==> src/rtl/cache_req_arbiter.sv <==
// N-port front end for the single cache CPU-request interface: arbitrates, latches
// the winning request, holds it until the cache completes, and returns the response to its owner.
module cache_req_arbiter #(
  parameter int N_PORTS = 2,
  parameter int ADDR_W  = 27,
  parameter int DATA_W  = 32,
  parameter int RR_MODE = 1,
  localparam int GW     = (N_PORTS > 1) ? $clog2(N_PORTS) : 1
) (
  input  logic                      sys_clk,
  input  logic                      rstn,
  input  logic [N_PORTS*ADDR_W-1:0] port_req_addr,
  input  logic [N_PORTS*DATA_W-1:0] port_req_data,
  input  logic [N_PORTS-1:0]        port_req_rw,
  input  logic [N_PORTS-1:0]        port_req_valid,
  output logic [N_PORTS*DATA_W-1:0] port_res_data,
  output logic [N_PORTS-1:0]        port_res_ready,
  output logic [ADDR_W-1:0]         cache_req_addr,
  output logic [DATA_W-1:0]         cache_req_data,
  output logic                      cache_req_rw,
  output logic                      cache_req_valid,
  input  logic [DATA_W-1:0]         cache_res_data,
  input  logic                      cache_res_ready,
  output logic [GW-1:0]             grant_idx,
  output logic                      busy
);

  localparam logic [1:0] ST_IDLE  = 2'd0;
  localparam logic [1:0] ST_ISSUE = 2'd1;
  localparam logic [1:0] ST_RESP  = 2'd2;

  logic [1:0]                state_q, state_d;
  logic [GW-1:0]             ptr_q, ptr_d;
  logic [GW-1:0]             grant_q, grant_d;
  logic [ADDR_W-1:0]         addr_q, addr_d;
  logic [DATA_W-1:0]         data_q, data_d;
  logic                      rw_q, rw_d;
  logic [N_PORTS*DATA_W-1:0] res_data_q, res_data_d;

  logic          win_vld;
  logic [GW-1:0] win_idx;
  logic [GW-1:0] cand;
  logic          found;
  int            rr_sum;

  // Winner search: round-robin starts one past the last served port, fixed picks lowest index.
  always_comb begin
    win_vld = |port_req_valid;
    win_idx = '0;
    found   = 1'b0;
    cand    = '0;
    rr_sum  = 0;
    if (RR_MODE != 0) begin
      for (int k = 1; k <= N_PORTS; k++) begin
        rr_sum = (int'(ptr_q) + k) % N_PORTS;
        cand   = GW'(rr_sum);
        if (!found && port_req_valid[cand]) begin
          found   = 1'b1;
          win_idx = cand;
        end
      end
    end else begin
      for (int k = N_PORTS - 1; k >= 0; k--) begin
        cand = GW'(k);
        if (port_req_valid[cand]) win_idx = cand;
      end
    end
  end

  always_comb begin
    state_d    = state_q;
    ptr_d      = ptr_q;
    grant_d    = grant_q;
    addr_d     = addr_q;
    data_d     = data_q;
    rw_d       = rw_q;
    res_data_d = res_data_q;
    case (state_q)
      ST_IDLE: begin
        if (win_vld) begin
          grant_d = win_idx;
          addr_d  = port_req_addr[int'(win_idx)*ADDR_W +: ADDR_W];
          data_d  = port_req_data[int'(win_idx)*DATA_W +: DATA_W];
          rw_d    = port_req_rw[win_idx];
          state_d = ST_ISSUE;
        end
      end
      ST_ISSUE: begin
        if (cache_res_ready) begin
          res_data_d[int'(grant_q)*DATA_W +: DATA_W] = cache_res_data;
          state_d = ST_RESP;
        end
      end
      ST_RESP: begin
        if (RR_MODE != 0) ptr_d = grant_q;
        state_d = ST_IDLE;
      end
      default: state_d = ST_IDLE;
    endcase
  end

  always_ff @(posedge sys_clk or negedge rstn) begin
    if (!rstn) begin
      state_q    <= ST_IDLE;
      ptr_q      <= GW'(N_PORTS - 1);
      grant_q    <= '0;
      addr_q     <= '0;
      data_q     <= '0;
      rw_q       <= 1'b0;
      res_data_q <= '0;
    end else begin
      state_q    <= state_d;
      ptr_q      <= ptr_d;
      grant_q    <= grant_d;
      addr_q     <= addr_d;
      data_q     <= data_d;
      rw_q       <= rw_d;
      res_data_q <= res_data_d;
    end
  end

  logic [N_PORTS-1:0] one_hot;

  always_comb begin
    one_hot = '0;
    one_hot[grant_q] = 1'b1;
  end

  assign port_res_ready  = (state_q == ST_RESP) ? one_hot : '0;
  assign port_res_data   = res_data_q;
  assign cache_req_addr  = addr_q;
  assign cache_req_data  = data_q;
  assign cache_req_rw    = rw_q;
  assign cache_req_valid = (state_q == ST_ISSUE);
  assign grant_idx       = grant_q;
  assign busy            = (state_q != ST_IDLE);

endmodule

==> config.mk <==
export PLATFORM = sky130hd
export DESIGN_NAME = cache_req_arbiter
export DESIGN_NICKNAME = d
export VERILOG_FILES = /design/src/rtl/cache_req_arbiter.sv
export SDC_FILE = /design/constraint.sdc
export NUM_CORES = 1
export LEC_CHECK = 0
export CORE_MARGIN = 2
export CORE_UTILIZATION = 45
export CTS_BUF_LIST = sky130_fd_sc_hd__clkbuf_8
export CTS_CLUSTER_SIZE = 12
export DETAILED_ROUTE_END_ITERATION = 7
export GPL_TIMING_DRIVEN = 0
export PLACE_DENSITY = 0.88
export SYNTH_ARGS = -nofsm -noshare
export SYNTH_HDL_FRONTEND = slang
export SYNTH_SLANG_ARGS = --single-unit
==> constraint.sdc <==
create_clock -name sys_clk -period 3.9 [get_ports sys_clk]
set_input_delay 0.78 -clock sys_clk [delete_from_list [all_inputs] [get_ports sys_clk]]
set_output_delay 0.78 -clock sys_clk [all_outputs]
set_load 0.05 [all_outputs]
==> results.md, run 1 <==
- Antenna violations before repair: 0
- Htree depth: 4
- Post-Synthesis Cells: 348
- Area grow syn2layout: 60.37%
- Critical path's slowest cell: clkdlybuf4s50_1
- Final worst setup slack: 1.114 ns
- Pwr Total: 8.885 mW
- Routing usage on met1: 0.2275
- Pre-antenna DRT Iters: 4
- Die X: 117.0 um
- Slew HR: 0.5318
- Clock sinks: 128
- Placement row count: 41
- GR peak layer: met2
- Ys async rst share: 1.000
- WP data arrival: 2.01 ns
- # hold bufs at CTS: 0
- Via count: 4082
- Resize count post-CTS: 0
- Most area-consuming cells after synthesis: dfrtp_1 (55%), mux2_2 (22%), mux2_4 (15%)
- Unique cell type count in the Yosys netlist: 19
- Die ar.: 13690 um^2
- Reg2reg path depth: 4
- Class of the worst hold path: in -> async
- Required time worst endpoint: 3.12 ns
- Vias per inst: 4.877
- Average size of a mapped cell: 16.51 um^2
- Ys Warns: 0
- Diode count: 0
- Status: finished, final reports clean
- Core box area: 12570 um^2
- CP Launch Type: flop
- Worst R2R Start: state_q[1]
- Crit Reg-Reg Endpoint: cache_req_addr[11]
- Max-Cap Viols: 0
- Met3 GRT Util: 0.09629
- Placement Cell Area: 8843 um^2
- Nature of the critical path endpoint: primary output
- Final Max Slew Viols: 0
- Met2 Use GR: 0.4085
- Synth Register Bits: 128
- Setup CP Type: reg -> out
- Unrepaired setup endpoints after global routing: false
- Pre-CTS setup slack: 1.118 ns
- Clk slew on worst S/H paths: 0.07 ns
- CP Cell Sequence: nand2b_1 -> nor2_1 -> clkdlybuf4s50_1
- Final std cells w/o fill: 837
- IO Port Bufs: 285
- Crit path buf inv count: 1
- RePlAce Congestion: 0.7812
- Clock tree buffer depth: 2
- Placed cells: 806
- Crit-path leading delay family: buffers and inverters
- Worst skew pair latency: 0.43 ns
- Die Y: 117.0 um
- Max VDD drop: 0.4271 mV
- Slowest stage delay, CP: 0.85 ns
- Largest net degree at the start of global routing: 79
- Fmax: 359.0 MHz
- First-pass GRT wire length: 22.67 mm
- Cell Pwr Density: 964.1 nW/um^2
- Post-synthesis instance area: 5747 um^2
- Total Wirelength: 15.21 mm
- DRC: 0
- P_leak: 3.997 nW
- Internal reg-to-reg setup slack: 2.14 ns
- Post-route design area: 9216 um^2
- Overflow after GRT: 0
- Number of flops mapped to enable cells by yosys: 0
- Post-synth top flop: dfrtp_1
- CTS Root Cell: clkbuf_8
- Final Setup Violations: 0
- Share of layout cells above drive strength 1: 0.3323
- Final min period: 2.786 ns
- Vias in the first global route: 4294
- Worst-Margin Slew: 0.6976 ns
- CP Max Fanout: 4
- ANT nets after route: 0
- 1st-iter DRT viols: 180
- I/O pins: 286
- Initial Utilization: 0.4572
- Avg WL per Cell: 18.17 um
- Setup repair bufs after CTS: 0
- Post-DP HPWL: 11.89 mm
- Worst Clk Skew: 0.007366 ns
- Gr usage total: 0.2229
- Cts bufs inserted: 17
- Fin crit share: 0.7143
- CTS tree: built
- Endpoints failing hold: 0
- Syn_nets: 505
- Nets: 810
- Yosys top cell area share: 0.5530
- Area leader, netlist: dfrtp_1
- Register area share after synthesis: 0.5576
-- where the power goes --
group | internal, mW | switching, mW | leakage (nW)
Sequential | 2.01 | 0.354 | 1.51
Clock | 0.571 | 0.504 | 0.202
Combinational | 2.10 | 3.34 | 2.29
Total | 4.69 | 4.20 | 4.00
-- sequential cells by signal (all words and copies together), names as in the netlist --
signal          cells
port_res_data      64
cache_req_addr     27
grant_idx           1
ptr_q               1
state_q             2
cache_req_data     32
cache_req_rw        1
-- metal layers --
metal / part of all wire / vias up
met5: 0 / -
met4: 0.020 / 0
met2: 0.54 / 177
met3: 0.097 / 26
li1: - / 1858
met1: 0.34 / 2021
-- how the worst max path moves through the flow --
stage / depth (start not counted) / endpoint / start
after detailed placement: 4 / cache_req_addr[11] / port_req_valid[1]
after global routing: 3 / port_res_ready[1] / state_q[0]
after global placement: 1 / cache_req_addr[19] / rstn
final: 3 / port_res_ready[1] / state_q[0]
after CTS: 3 / port_res_ready[1] / state_q[0]
after floorplan: 2 / port_res_ready[1] / grant_idx
-- logic make-up after synthesis --
family	synth area share
multiplexers	0.3991
AND/OR/NAND/NOR	0.007402
AO/OA/AOI/OAI	0.006313
buffers and inverters	0.02961
flip-flops	0.5576
-- layout by cell type (no fill, tap or decap) --
master / count
dfrtp_1: 127
o21ai_0: 1
clkbuf_8: 18
dfstp_2: 1
nand2_1: 1
clkinv_4: 3
mux2_2: 111
mux2_1: 14
nor2_1: 3
clkinv_2: 4
buf_6: 10
a21o_1: 1
mux2_4: 59
o21ai_1: 1
clkdlybuf4s50_1: 284
buf_16: 1
buf_2: 10
bufinv_16: 2
clkinvlp_4: 1
o2bb2ai_1: 1
a21bo_1: 1
buf_4: 1
inv_1: 6
and3b_1: 1
nand2b_1: 2
and2_1: 1
-- Yosys cell counts (2+ instances only) --
master / n
dfrtp_1: 127
mux2_2: 111
mux2_4: 59
mux2_1: 14
buf_2: 10
buf_6: 9
inv_1: 3
nor2_1: 3
nand2b_1: 2
-- area by class of cell --
type	instances	area [um^2]
Clock buffer	18	247.7
Clock inverter	13	125.1
Multi-Input combinational cell	197	2372
Timing Repair Buffer	286	2882
Tap cell	172	215.2
Buffer	20	158.9
Inverter	3	11.26
Fill cell	832	3352
Sequential cell	128	3204
-- per-stage QoR --
step	TNS, ns	hold slack [ns]	utilization
3_3_place_gp	-354.55	0.4674	0.7013
3_5_place_dp	0	0.4740	0.7036
2_1_floorplan	0	0.4844	-
6_report	0	0.2811	0.7333
4_1_cts	0	0.2787	0.7333
5_1_grt	0	0.2995	0.7333
-- worst register-to-register path: cells and delay by family (launching register included) --
family	cells	cell delay (ns)
buffers and inverters	1	0.42
DFF	1	0.38
AOI/OAI and AO/OA	1	0.38
muxes	1	0.38
and+or+nand+nor	1	0.08
Power figures use the tool's default switching activity.
==> run 2: changes to the inputs <==
--- a/config.mk
+++ b/config.mk
@@ -6,12 +6,12 @@
 export NUM_CORES = 1
 export LEC_CHECK = 0
 export CORE_MARGIN = 2
-export CORE_UTILIZATION = 45
+export CORE_UTILIZATION = 38
 export CTS_BUF_LIST = sky130_fd_sc_hd__clkbuf_8
 export CTS_CLUSTER_SIZE = 12
 export DETAILED_ROUTE_END_ITERATION = 7
 export GPL_TIMING_DRIVEN = 0
-export PLACE_DENSITY = 0.88
+export PLACE_DENSITY = 0.79
 export SYNTH_ARGS = -nofsm -noshare
 export SYNTH_HDL_FRONTEND = slang
 export SYNTH_SLANG_ARGS = --single-unit
==> constraint.sdc (replaced) <==
create_clock -name sys_clk -period 2.3 [get_ports sys_clk]
set_input_delay 0.46 -clock sys_clk [delete_from_list [all_inputs] [get_ports sys_clk]]
set_output_delay 0.46 -clock sys_clk [all_outputs]
set_load 0.05 [all_outputs]
==> run 2 against run 1 <==
- sequential power increased by 70%
- register-to-register slack lost 1.6 ns
- clock-buffer cell count decreased by 1
- largest cell class unchanged
- first-iteration DRC count fell by 36%
- utilization decreased by 10 points
- sequential share of layout area shrank 0.19 points
- global-route usage fell by 3.5 points
- setup slack worse by 1.0 ns
- die area up 18%
- cell count rose by 1.6%
- critical path depth unchanged
==> results.md, run 2 (same netlist as run 1, synthesis figures left out) <==
- Sequential share of power: 0.265 (-0.002)
- Sw power: 7.186 mW (+71%)
- Gr usage total: 0.1884 (-0.03455)
- HP Start: port_res_data[29]
- First-pass GRT wire length: 23.38 mm (+3.1%)
- Core box area: 14640 um^2 (+17%)
- Final core utilization: 0.6329 (-0.1004)
- Hold EP: port_res_data[29]
- Worst skew pair latency: 0.43 ns (about the same)
- Max FFs per register: 64 (unchanged)
- P_leak: 4.013 nW (+0.39%)
- Overflow after GRT: 0 (unchanged)
- Final Max Slew Viols: 0 (unchanged)
- Diode count: 0 (unchanged)
- Vias per inst: 4.765 (-2.3%)
- Final std cells w/o fill: 850 (+1.6%)
- Status: finished, final reports clean
- Worst R2R Start: state_q[0]
- Initial Utilization: 0.3924 (-0.06481)
- Placement Cell Area: 8859 um^2 (+0.17%)
- Final min period: 2.219 ns
- Htree depth: 4 (unchanged)
- Avg WL per Cell: 17.74 um (-2.4%)
- Pre-CTS setup slack: -0.1703 ns (-1.288 ns)
- CP Max Fanout: 4 (unchanged)
- Cts bufs inserted: 17 (unchanged)
- Die X: 127.0 um (+8.5%)
- ANT nets after route: 0 (unchanged)
- Final worst setup slack: 0.08091 ns (-1.033 ns)
- Pre-antenna DRT Iters: 4 (unchanged)
- Clock share of power: 0.129 (+0.008)
- Share of layout cells above drive strength 1: 0.3363 (+0.004006)
- Worst-Margin Slew: 0.7213 ns (+0.02361 ns)
- Setup TNS: 0 ns (unchanged)
- Post-route design area: 9268 um^2 (+0.56%)
- I/O pins: 286 (unchanged)
- CP Launch Type: flop
- Clock sinks: 128 (unchanged)
- Via count: 4050 (-0.78%)
- Worst Clk Skew: 0.01069 ns (+0.003324 ns)
- Max VDD drop: 0.8030 mV (+88%)
- Die ar.: 16120 um^2 (+18%)
- Clock tree buffer depth: 2 (unchanged)
- Area grow syn2layout: 61.27%
- Placement row count: 44 (+7.3%)
- Setup CP Type: reg -> out
- CTS Root Cell: clkbuf_8
- 1st-iter DRT viols: 115 (-36%)
- Slowest stage delay, CP: 0.57 ns (-0.28 ns)
- Vias in the first global route: 4427 (+3.1%)
- Worst hold slack: 0.4857 ns (+0.2046 ns)
- Cell internal pwr: 8.032 mW (+71%)
- Cell Pwr Density: 1642 nW/um^2 (+70%)
- Antenna violations before repair: 0 (unchanged)
- Class of the worst hold path: reg -> reg
- Most frequent cells in the layout: clkdlybuf4s50_1 (280), dfrtp_1 (127), mux2_2 (111)
- Largest net degree at the start of global routing: 69 (-13%)
- Crit-path leading delay family: buffers and inverters
- Required time worst endpoint: 1.84 ns (-1.28 ns)
- Hold path cells: 1
- IO Port Bufs: 285 (unchanged)
- WP data arrival: 1.76 ns (-0.25 ns)
- Nature of the critical path endpoint: primary output
- Unrepaired setup endpoints after global routing: false
- Combinational share of power: 0.606 (-0.006)
- DRC: 0 (unchanged)
- Endpoints failing hold: 0 (unchanged)
- Fmax: 450.6 MHz
- Sw Ratio: 0.4722 (about the same)
- Die Y: 127.0 um (+8.5%)
- Internal reg-to-reg setup slack: 0.51 ns (-1.63 ns)
- Total Wirelength: 15.08 mm (-0.85%)
- Nets: 811 (+0.12%)
- CP Cell Sequence: nand2b_1 -> nor2_1 -> dlygate4sd2_1
- Pwr Total: 15.22 mW (+71%)
- CTS tree: built
- RePlAce Congestion: 0.7657 (-2.0%)
- Critical path's slowest cell: dlygate4sd2_1
- Fin crit share: 0.9648
- Most common library cell in the layout ignoring fill and taps: clkdlybuf4s50_1
- Max-Cap Viols: 0 (unchanged)
- Clk slew on worst S/H paths: 0.07 ns (about the same)
- Reg2reg path depth: 4 (unchanged)
- Post-DP HPWL: 11.71 mm (-1.5%)
- Slew HR: 0.5159 (-0.01584)
- Crit path buf inv count: 1 (unchanged)
- Placed cells: 818 (+1.5%)
- Crit Reg-Reg Endpoint: cache_req_addr[9]
- Final Setup Violations: 0 (unchanged)
[run 2: cell types whose count changed in the layout (fill, tap and decap cells not counted), sizes merged]
cell           delta
bufinv            +1
clkbuf            -1
clkdlybuf4s50     -4
clkinv            -2
clkinvlp          +3
dlygate4sd2       +3
dlygate4sd3       +1
dlymetal6s2s      +1
inv               -1
[run 2: power groups by stage]
| stage | logic, mW | clock network, mW | registers [mW] |
|---|---|---|---|
| 2_1_floorplan | 2.08 | 0 | 7.97 |
| 3_3_place_gp | 9.18 | 0 | 3.99 |
| 3_5_place_dp | 9.29 | 0 | 4.06 |
| 4_1_cts | 9.31 | 2.02 | 4.04 |
| 5_1_grt | 9.56 | 2.12 | 4.18 |
| 6_report | 9.22 | 1.97 | 4.03 |
[run 2: how the worst max path moves through the flow]
stage | slack, ns | to | from | depth (start not counted)
2_1_floorplan | 0.38 | port_res_ready[1] | grant_idx | 2
3_3_place_gp | -4.07 | cache_req_addr[24] | rstn | 1
3_5_place_dp | -0.17 | cache_req_addr[9] | port_req_valid[0] | 4
4_1_cts | 0.02 | busy | state_q[1] | 3
5_1_grt | 0.02 | port_res_ready[1] | state_q[0] | 3
6_report | 0.08 | port_res_ready[1] | state_q[0] | 3
[run 2: area by class of cell]
class	count	area (um^2)
Fill cell	1068	5376
Multi-Input combinational cell	197	2372
Clock buffer	17	234.0
Buffer	20	158.9
Sequential cell	128	3204
Timing Repair Buffer	287	2890
Tap cell	184	230.2
Clock inverter	14	166.4
Inverter	3	11.26
[run 2: per-layer routing]
metal  global-route usage  routed length (um)  up-vias
met2               0.3447                8039      174
met1               0.2066                5711     2002
met5                    0                   0        -
met3              0.05653                1088       19
met4              0.06852                 243        0
li1                     -                   -     1855
[run 2: what timing repair did]
action                                  4_1_cts  5_1_grt
endpoints found under the hold margin        17        0
gates resized for setup                       3        1
hold buffers                                  1        0
setup buffers                                 0        0
endpoints found under the setup margin        3        1
==> run 3: changes to the inputs <==
--- a/config.mk
+++ b/config.mk
@@ -5,13 +5,14 @@
 export SDC_FILE = /design/constraint.sdc
 export NUM_CORES = 1
 export LEC_CHECK = 0
-export CORE_MARGIN = 2
-export CORE_UTILIZATION = 38
+export CORE_AREA = 2 2 112 114
 export CTS_BUF_LIST = sky130_fd_sc_hd__clkbuf_8
 export CTS_CLUSTER_SIZE = 12
 export DETAILED_ROUTE_END_ITERATION = 7
+export DIE_AREA = 0 0 114 116
+export DONT_BUFFER_PORTS = 1
 export GPL_TIMING_DRIVEN = 0
-export PLACE_DENSITY = 0.79
+export PLACE_DENSITY = 0.65
 export SYNTH_ARGS = -nofsm -noshare
 export SYNTH_HDL_FRONTEND = slang
 export SYNTH_SLANG_ARGS = --single-unit
==> run 3 against run 2 <==
- the flow now finishes with violations (negative hold slack)
- first-iteration DRC count rose by 7.0%
- sequential share of layout area rose by 16 points
- die area fell by 18%
- critical path type unchanged
- hold slack got worse by 0.76 ns
- setup slack improved by 0.069 ns
- critical path depth fell by 1
- cell area fell by 32%
- highest routed layer unchanged
- routed wire length fell by 17%
- utilization fell by 11 points
- register-to-register slack got worse by 0.07 ns
- non-clock buffer count fell by 287
==> results.md, run 3 (same netlist as run 1, synthesis figures left out) <==
- Internal reg-to-reg setup slack: 0.44 ns (-0.07 ns)
- Diode count: 0 (unchanged)
- Class of the worst hold path: in -> async
- Setup TNS: 0 ns (unchanged)
- 1st-iter DRT viols: 123 (+7.0%)
- Share of layout cells above drive strength 1: 0.5794 (+0.2430)
- Status: finished with violations
- Worst hold slack: -0.2763 ns (-0.7620 ns)
- Final Max Slew Viols: 0 (unchanged)
- DRC: 0 (unchanged)
- Clk slew on worst S/H paths: 0.07 ns (about the same)
- Initial Utilization: 0.4825 (+0.09003)
- RePlAce Congestion: 0.7841 (+2.4%)
- CP Launch Type: flop
- Gr usage total: 0.1868 (-0.001596)
- CTS tree: built
- Slowest stage delay, CP: 0.73 ns (+0.16 ns)
- Worst Clk Skew: 0.008855 ns (-0.001835 ns)
- Nature of the critical path endpoint: primary output
- Vias in the first global route: 3222 (-27%)
- Vias per inst: 5.630 (+18%)
- Avg WL per Cell: 23.78 um (+34%)
- Register area: 3204 um^2 (unchanged)
- Final Setup Violations: 0 (unchanged)
- Most frequent cells in the layout: dfrtp_1 (127), mux2_2 (111), mux2_4 (59)
- Fillcell total: 1016 (-4.9%)
- Overflow after GRT: 0 (unchanged)
- Most common library cell in the layout ignoring fill and taps: dfrtp_1
- Reg2reg path depth: 5 (+1)
- Via count: 2956 (-27%)
- Required time worst endpoint: 1.84 ns (about the same)
- WP data arrival: 1.69 ns (-0.07 ns)
- Nets: 524 (-35%)
- Total Wirelength: 12.48 mm (-17%)
- IO Port Bufs: 0 (-100%)
- CP Max Fanout: 5 (+1)
- Endpoints failing hold: 128 (+128)
- Multi-input gate area: 2382 um^2 (+0.42%)
- Htree depth: 4 (unchanged)
- CP Cell Sequence: inv_1 -> nor2_4
- Clock tree buffer depth: 2 (unchanged)
- Failing checks: negative hold slack
- Die X: 114 um (-10%)
- Die ar.: 13220 um^2 (-18%)
- I/O pins: 286 (unchanged)
- Core box area: 11910 um^2 (-19%)
- Pre-antenna DRT Iters: 4 (unchanged)
- Post-DP HPWL: 9.350 mm (-20%)
- ANT nets after route: 0 (unchanged)
- Final min period: 2.150 ns (-0.06886 ns)
- Fin crit share: 0.9349 (-0.02994)
- Clock sinks: 128 (unchanged)
- Antenna violations before repair: 0 (unchanged)
- Max-Cap Viols: 0 (unchanged)
- Placement row count: 40 (-9.1%)
- CTS Root Cell: clkbuf_8
- Worst-Margin Slew: 0.6190 ns (-0.1022 ns)
- Max FFs per register: 64 (unchanged)
- Area grow syn2layout: 9.275%
- Cts bufs inserted: 17 (unchanged)
- Setup CP Type: reg -> out
- Die Y: 116 um (-8.6%)
- Slew HR: 0.5846 (+0.06861)
- Critical path's slowest cell: dfrtp_1
- Largest net degree at the start of global routing: 129 (+87%)
- Unrepaired setup endpoints after global routing: false
- Fmax: 465.1 MHz (+3.2%)
- Worst skew pair latency: 0.43 ns (about the same)
- First-pass GRT wire length: 18.15 mm (-22%)
run 3: metal layers:
metal	GRT usage	vias up	wire length, um
met5	0	-	0
met4	0.07480	0	227
met3	0.09205	21	1440
met2	0.3357	186	6761
met1	0.1847	1476	4053
li1	-	1273	-
run 3: critical path, delay by kind of cell, from the launching register on:
| kind | cells | cell delay, ns |
|---|---|---|
| flip-flops | 1 | 0.73 |
| AND/OR/NAND/NOR | 1 | 0.35 |
| buffers and inverters | 1 | 0.18 |
run 3: area by class of cell:
| class | instances | area share |
|---|---|---|
| clock buffers | 19 | 0.04164 |
| flip-flops and latches | 128 | 0.5103 |
| plain buffers | 20 | 0.02530 |
| inverters | 3 | 0.001793 |
| well taps | 147 | 0.02929 |
| multi-input cells | 197 | 0.3794 |
| clock inverters | 11 | 0.01235 |
run 3: final timing paths:
kind / from / endpoint
worst max-delay path: grant_idx / port_res_ready[1]
worst min-delay path: rstn / port_res_data[46]
worst max register to register: grant_idx / port_res_data[21]
worst min register to register: ptr_q / ptr_q
max in group asynchronous: rstn / ptr_q
min in group sys_clk: cache_res_ready / state_q[0]
run 3: per-stage QoR:
stage	area, um^2	setup WS, ns	utilization	hold WS (ns)	instances
floorplan	5747	0.3783	-	0.1644	348
global placement	5931	0.2272	0.4979	0.1668	495
detailed placement	5931	0.2328	0.4979	0.1668	495
CTS	6280	0.1031	0.5272	-0.3148	525
global route	6280	0.05024	0.5272	-0.3181	525
finish	6280	0.1498	0.5272	-0.2763	525
run 3: timing repair:
item,CTS,global route
hold endpoints to repair,128,128
setup buffers,0,0
endpoints found under the setup margin,2,0
gates resized for setup,3,0
Power of run 3 is not shown: default switching activity piles up to over one toggle a cycle in this logic, so the estimate is an artifact.
